**src/rtl/tic_tac_toe.sv**
```systemverilog
// Tic-tac-toe engine: holds the 3x3 board, enforces turn order and move legality,
// and reports the game result combinationally from the board registers.
module tic_tac_toe (
  input  logic       clock,
  input  logic       reset,
  input  logic       play,
  input  logic       pc,
  input  logic [3:0] player_position,
  input  logic [3:0] computer_position,
  output logic [1:0] pos1,
  output logic [1:0] pos2,
  output logic [1:0] pos3,
  output logic [1:0] pos4,
  output logic [1:0] pos5,
  output logic [1:0] pos6,
  output logic [1:0] pos7,
  output logic [1:0] pos8,
  output logic [1:0] pos9,
  output logic [1:0] who
);

  typedef enum logic [1:0] {
    PLAYER_TURN   = 2'd0,
    COMPUTER_TURN = 2'd1,
    GAME_OVER     = 2'd2
  } state_t;

  localparam logic [1:0] EMPTY    = 2'b00;
  localparam logic [1:0] MARK_X   = 2'b01;
  localparam logic [1:0] MARK_O   = 2'b10;
  localparam logic [1:0] RES_DRAW = 2'b11;

  state_t     r_state;
  state_t     w_state_next;
  logic [1:0] r_board [9];

  logic       w_write_en;
  logic [3:0] w_write_idx;
  logic [1:0] w_write_val;
  logic       w_player_legal;
  logic       w_computer_legal;
  logic       w_x_wins;
  logic       w_o_wins;
  logic       w_full;

  // Legal target: in range 0..8 and currently empty; indices 9..15 never match.
  function automatic logic square_free(input logic [3:0] idx, input logic [1:0] board [9]);
    logic free;
    free = 1'b0;
    for (int i = 0; i < 9; i++) begin
      if (idx == 4'(i)) free = (board[i] == EMPTY);
    end
    return free;
  endfunction

  function automatic logic line_of(input logic [1:0] a, input logic [1:0] b,
                                   input logic [1:0] c, input logic [1:0] mark);
    return (a == mark) && (b == mark) && (c == mark);
  endfunction

  function automatic logic has_line(input logic [1:0] b [9], input logic [1:0] mark);
    return line_of(b[0], b[1], b[2], mark) || line_of(b[3], b[4], b[5], mark) ||
           line_of(b[6], b[7], b[8], mark) || line_of(b[0], b[3], b[6], mark) ||
           line_of(b[1], b[4], b[7], mark) || line_of(b[2], b[5], b[8], mark) ||
           line_of(b[0], b[4], b[8], mark) || line_of(b[2], b[4], b[6], mark);
  endfunction

  always_comb begin
    w_x_wins = has_line(r_board, MARK_X);
    w_o_wins = has_line(r_board, MARK_O);
    w_full   = 1'b1;
    for (int i = 0; i < 9; i++) begin
      if (r_board[i] == EMPTY) w_full = 1'b0;
    end
    // Player priority if both lines ever coexist; a ninth-move win beats draw.
    if (w_x_wins)      who = MARK_X;
    else if (w_o_wins) who = MARK_O;
    else if (w_full)   who = RES_DRAW;
    else               who = EMPTY;
  end

  assign w_player_legal   = square_free(player_position, r_board);
  assign w_computer_legal = square_free(computer_position, r_board);

  // NOTE: every signal driven here gets a default first so no latch is inferred
  // on paths (illegal move, wrong turn) that do not assign it.
  always_comb begin
    w_state_next = r_state;
    w_write_en   = 1'b0;
    w_write_idx  = 4'd0;
    w_write_val  = EMPTY;
    // A decided board accepts no further moves, including the cycle before GAME_OVER.
    unique case (r_state)
      PLAYER_TURN: begin
        if (who != EMPTY) begin
          w_state_next = GAME_OVER;
        end else if (play && w_player_legal) begin
          w_write_en   = 1'b1;
          w_write_idx  = player_position;
          w_write_val  = MARK_X;
          w_state_next = COMPUTER_TURN;
        end
      end
      COMPUTER_TURN: begin
        if (who != EMPTY) begin
          w_state_next = GAME_OVER;
        end else if (pc && w_computer_legal) begin
          w_write_en   = 1'b1;
          w_write_idx  = computer_position;
          w_write_val  = MARK_O;
          w_state_next = PLAYER_TURN;
        end
      end
      GAME_OVER: w_state_next = GAME_OVER;
      default:   w_state_next = PLAYER_TURN;
    endcase
  end

  // NOTE: sequential state uses non-blocking assignments so every register
  // samples pre-edge values regardless of statement order.
  always_ff @(posedge clock or negedge reset) begin
    if (!reset) r_state <= PLAYER_TURN;
    else        r_state <= w_state_next;
  end

  // NOTE: the board is nine 2-bit registers, not a RAM, so it is reset
  // directly; the display must show an empty board while reset is held.
  always_ff @(posedge clock or negedge reset) begin
    if (!reset) begin
      for (int i = 0; i < 9; i++) r_board[i] <= EMPTY;
    end else begin
      for (int i = 0; i < 9; i++) begin
        if (w_write_en && (w_write_idx == 4'(i))) r_board[i] <= w_write_val;
      end
    end
  end

  assign pos1 = r_board[0];
  assign pos2 = r_board[1];
  assign pos3 = r_board[2];
  assign pos4 = r_board[3];
  assign pos5 = r_board[4];
  assign pos6 = r_board[5];
  assign pos7 = r_board[6];
  assign pos8 = r_board[7];
  assign pos9 = r_board[8];

endmodule

```
**config.mk**
```make
export PLATFORM = sky130hd
export DESIGN_NAME = tic_tac_toe
export DESIGN_NICKNAME = d
export VERILOG_FILES = /design/src/rtl/tic_tac_toe.sv
export SDC_FILE = /design/constraint.sdc
export NUM_CORES = 1
export LEC_CHECK = 0
export ABC_CLOCK_PERIOD_IN_PS = 4950
export BUFFER_PORTS_ARGS = -buffer_cell sky130_fd_sc_hd__buf_2
export CAP_MARGIN = 0
export CORE_UTILIZATION = 55
export CTS_CLUSTER_SIZE = 30
export DETAILED_ROUTE_END_ITERATION = 10
export PLACE_DENSITY_LB_ADDON = 0.2
export SYNTH_ARGS = -nofsm -noshare
export SYNTH_HDL_FRONTEND = slang
export SYNTH_SLANG_ARGS = --single-unit
export TNS_END_PERCENT = 20
```
**constraint.sdc**
```tcl
create_clock -name clock -period 4.95 [get_ports clock]
set_clock_uncertainty 0.05 [all_clocks]
set_input_delay 0.495 -clock clock [delete_from_list [all_inputs] [get_ports clock]]
set_output_delay 0.495 -clock clock [all_outputs]
set_load 0.05 [all_outputs]
```
==> flow_summary.yaml <==
power_and_ir_drop:
  powerDensity_nw_per_um2: 346.2
  clockPowerShare_pct: 17.6
  p_int_uw: 309.4
  power_frac_seq_pct: 44.2
  leakage_uw: 0.0007364
  vdd_ir_drop_max_mv: 0.2686
  comb_power_share_pct: 38.2
  p_switching_uw: 248.9
  swShare_pct: 44.59
logic_synthesis:
  syn-num-nets: 163
  ys_types: 42
  syn_inst: 151
  synthArstFlopShare_pct: 100.0
  yosysSeqAreaShare_pct: 35.12
  synthMuxAreaShare_pct: 3.161
  syn_area_sq_um: 1425
  yosys.area_share.xor_xnor_pct: 0
  synth_compound_area_share_pct: 26.08
  synth_top_area_share_pct: 35.12
  synthAdderAreaFrac_pct: 0
  ys.flop_type: "dfrtp_1"
  synth_top_family_by_area: "simple AND/OR/NAND/NOR gates"
  synth_area_leaders: "dfrtp_1, nor4bb_1, and4bb_2"
  synth-edff-count: 0
  synth-simple-area-share_pct: 30.38
  synth-seq-cells: 20
  synth.avg_cell_area_sq_um: 9.438
  yosysWarnings: 0
  synth_top_area_cell: "dfrtp_1"
final_layout:
  antenna_cells: 0
  design_area_sq_um: 1613
  drive_gt1_share_pct: 28.65
  instances_no_fill: 208
  fillers: 206
  final_nets: 191
  syn2layout_area_growth_pct: 13.17
critical_path:
  timing.rr.end: "pos7[0]$_DFFE_PN0P_"
  worstPathArrival_ps: 2420
  slowest_stage: "dfrtp_1"
  cpPeakStageDelay_ps: 550
  crit_chain: "o22ai_1 -> or4_1 -> or4_4 -> nor2b_1 -> nor2_1 -> buf_2"
  criticalPathCategory: "flop to primary output"
  crit_required_ps: 4410
  cp_top_family: "simple AND/OR/NAND/NOR gates"
  cp.buffers_inverters: 1
  ff2ff_setup_slack_ps: 2120
  crit_start: "pos9[1]$_DFFE_PN0P_"
  crit_cells: 6
  worstReg2RegStart: "pos5[1]$_DFFE_PN0P_"
  cp-start-kind: "flop"
  cp-end-kind: "primary output"
  crit_fanout: 10
  critPathCapture: "who[1]"
  worst-r2r-cell-count: 7
run:
  maxCapViolCount: 0
sta:
  fmax_mhz: 337.0
  tightest_slew_ps: 510.7
  hold_violations: 0
  max_slew_margin_pct: 65.59
  fin_setup_tns_ps: 0
  fin_crit_sh_pct: 59.94
  maxSlewViolCount: 0
  setup_slack_ps: 1983
  period_minus_slack_ps: 2967
  rsz0062_at_grt: "no"
  setup_viol: 0
placed_design:
  preCtsSetupSlack_ps: 2199
  placed_area_sq_um: 1577
  gp_congestion: 0.9980
  hpwl_um: 3011
  placedCellCount: 204
  portBuffers: 31
grt:
  grt_pass1_vias: 1253
  grt_overflow_total: 0
  grt_start_max_net_pins: 21
  antenna_found_initial: 0
  grt_pass1_wl_um: 6423
  grtUsageTotal_pct: 32.76
floorplan:
  start_util_pct: 58.05
  die_y_um: 52.91
  ios: 32
  core_area_sq_um: 2455
  die_x_um: 52.91
  fp-row-count: 18
  die-area_sq_um: 2799
clocking:
  post_cts_buffers: 0
  cts_tree: "built"
  ctsResizeCount: 0
  clkSinkCount: 20
  cts_root_buf: "clkbuf_4"
  htreeDepth: 1
  cts_buffers: 3
  clkSlewWorstSetupHoldPaths_ps: 120
  cts_buffer_depth: 2
  ctsHoldBuffers: 0
  insertion_delay_ps: 320
drt:
  dr.pass1.iters: 5
  drtIter0Drc: 112
  via_count: 1441
  wirelength_um: 4180
  drtAntennaViolNets: 0
  wl_per_cell_um: 20.10
  viasPerCell: 6.928
  drcViolationCount: 0
status:
  status: "complete, no violations"
hold_path:
  hold_path.class: "input pin to async pin"
[worst min-delay path by stage]
stage                          endpoint  slack (ps)
floorplan           pos1[0]$_DFFE_PN0P_         150
global placement    pos9[0]$_DFFE_PN0P_         410
detailed placement  pos9[0]$_DFFE_PN0P_         420
CTS                 pos9[0]$_DFFE_PN0P_          70
global route        pos9[0]$_DFFE_PN0P_          70
finish              pos9[0]$_DFFE_PN0P_          60
[worst register-to-register path: cells and delay by family, from the launching register on]
| family | cells | cell delay (ps) |
|---|---|---|
| simple gates | 5 | 1670 |
| flops | 1 | 550 |
| compound gates | 2 | 470 |
[metrics by stage]
stage / utilization, % / hold slack, ps / power, uW
after global routing: 65.70 / 73.59 / 582.6
final: 65.70 / 57.27 / 558.3
after detailed placement: 64.22 / 421.2 / 459.2
after floorplan: - / 149.4 / 398.5
after CTS: 65.70 / 69.03 / 556.9
after global placement: 64.22 / 414.3 / 455.2
[routing by layer]
metal  track usage (%)  vias to the layer above  share of wire (%)
li1                  -                      644                  -
met1             46.95                      671                 39
met2             50.84                      111                 47
met3             4.023                       15                 11
met4             11.40                        0                3.1
met5                 0                        -                  0
[state kept, by name (all words and copies together), names as in the netlist]
name,count
r_state,2
pos5,2
pos7,2
pos1,2
pos3,2
pos4,2
pos6,2
pos8,2
pos2,2
pos9,2
[placed cells by master (no fill, tap or decap), types with 2 or more instances in the layout]
cell	netlist	final
a211oi_1	2	2
nor4bb_1	10	10
nor2_1	13	13
inv_1	9	9
clkbuf_4	0	3
mux4_2	2	2
a31o_2	3	3
a21oi_1	5	5
nor3_1	3	3
nor3b_1	2	2
nor2b_1	6	6
o21bai_1	4	4
o21ai_0	10	10
o41ai_1	2	2
and3_1	2	2
nand4_1	3	3
buf_2	3	31
o211ai_1	2	2
nand2_1	7	7
o22ai_1	2	2
nand3b_1	2	2
a21o_1	4	4
o31ai_1	8	8
and4bb_2	6	6
dfrtp_1	20	20
[power by group through the flow]
stage | logic, uW | registers, uW | clock network (uW)
2_1_floorplan | 102 | 296 | 0
3_3_place_gp | 211 | 244 | 0
3_5_place_dp | 212 | 248 | 0
4_1_cts | 212 | 244 | 100
5_1_grt | 225 | 250 | 108
6_report | 213 | 247 | 98.3
[layout make-up]
class / instances / area, sq um / area share [%]
repair buffers: 31 / 155.1 / 9.620
well taps: 30 / 37.54 / 2.327
clock buffers: 4 / 36.28 / 2.250
flip-flops and latches: 20 / 500.5 / 31.03
multi-input cells: 114 / 849.6 / 52.68
inverters: 9 / 33.78 / 2.095
[synth_stat cells, types with 2 or more instances]
library cell / n
a211oi_1: 2
nor3_1: 3
o41ai_1: 2
o21bai_1: 4
inv_1: 9
and4bb_2: 6
dfrtp_1: 20
a21oi_1: 5
buf_2: 3
clkbuf_1: 4
o22ai_1: 2
and3_1: 2
nand4_1: 3
nand2_1: 7
o211ai_1: 2
o21ai_0: 10
o31ai_1: 8
nor2_1: 13
nor3b_1: 2
a31o_2: 3
nor4bb_1: 10
nor2b_1: 6
nand3b_1: 2
mux4_2: 2
a21o_1: 4
[cell families after synthesis]
family,after synthesis
and+or+nand+nor,61
muxes,2
buffers and inverters,17
DFF,20
AOI/OAI and AO/OA,51
No activity file was read; power rests on OpenSTA's default activity.
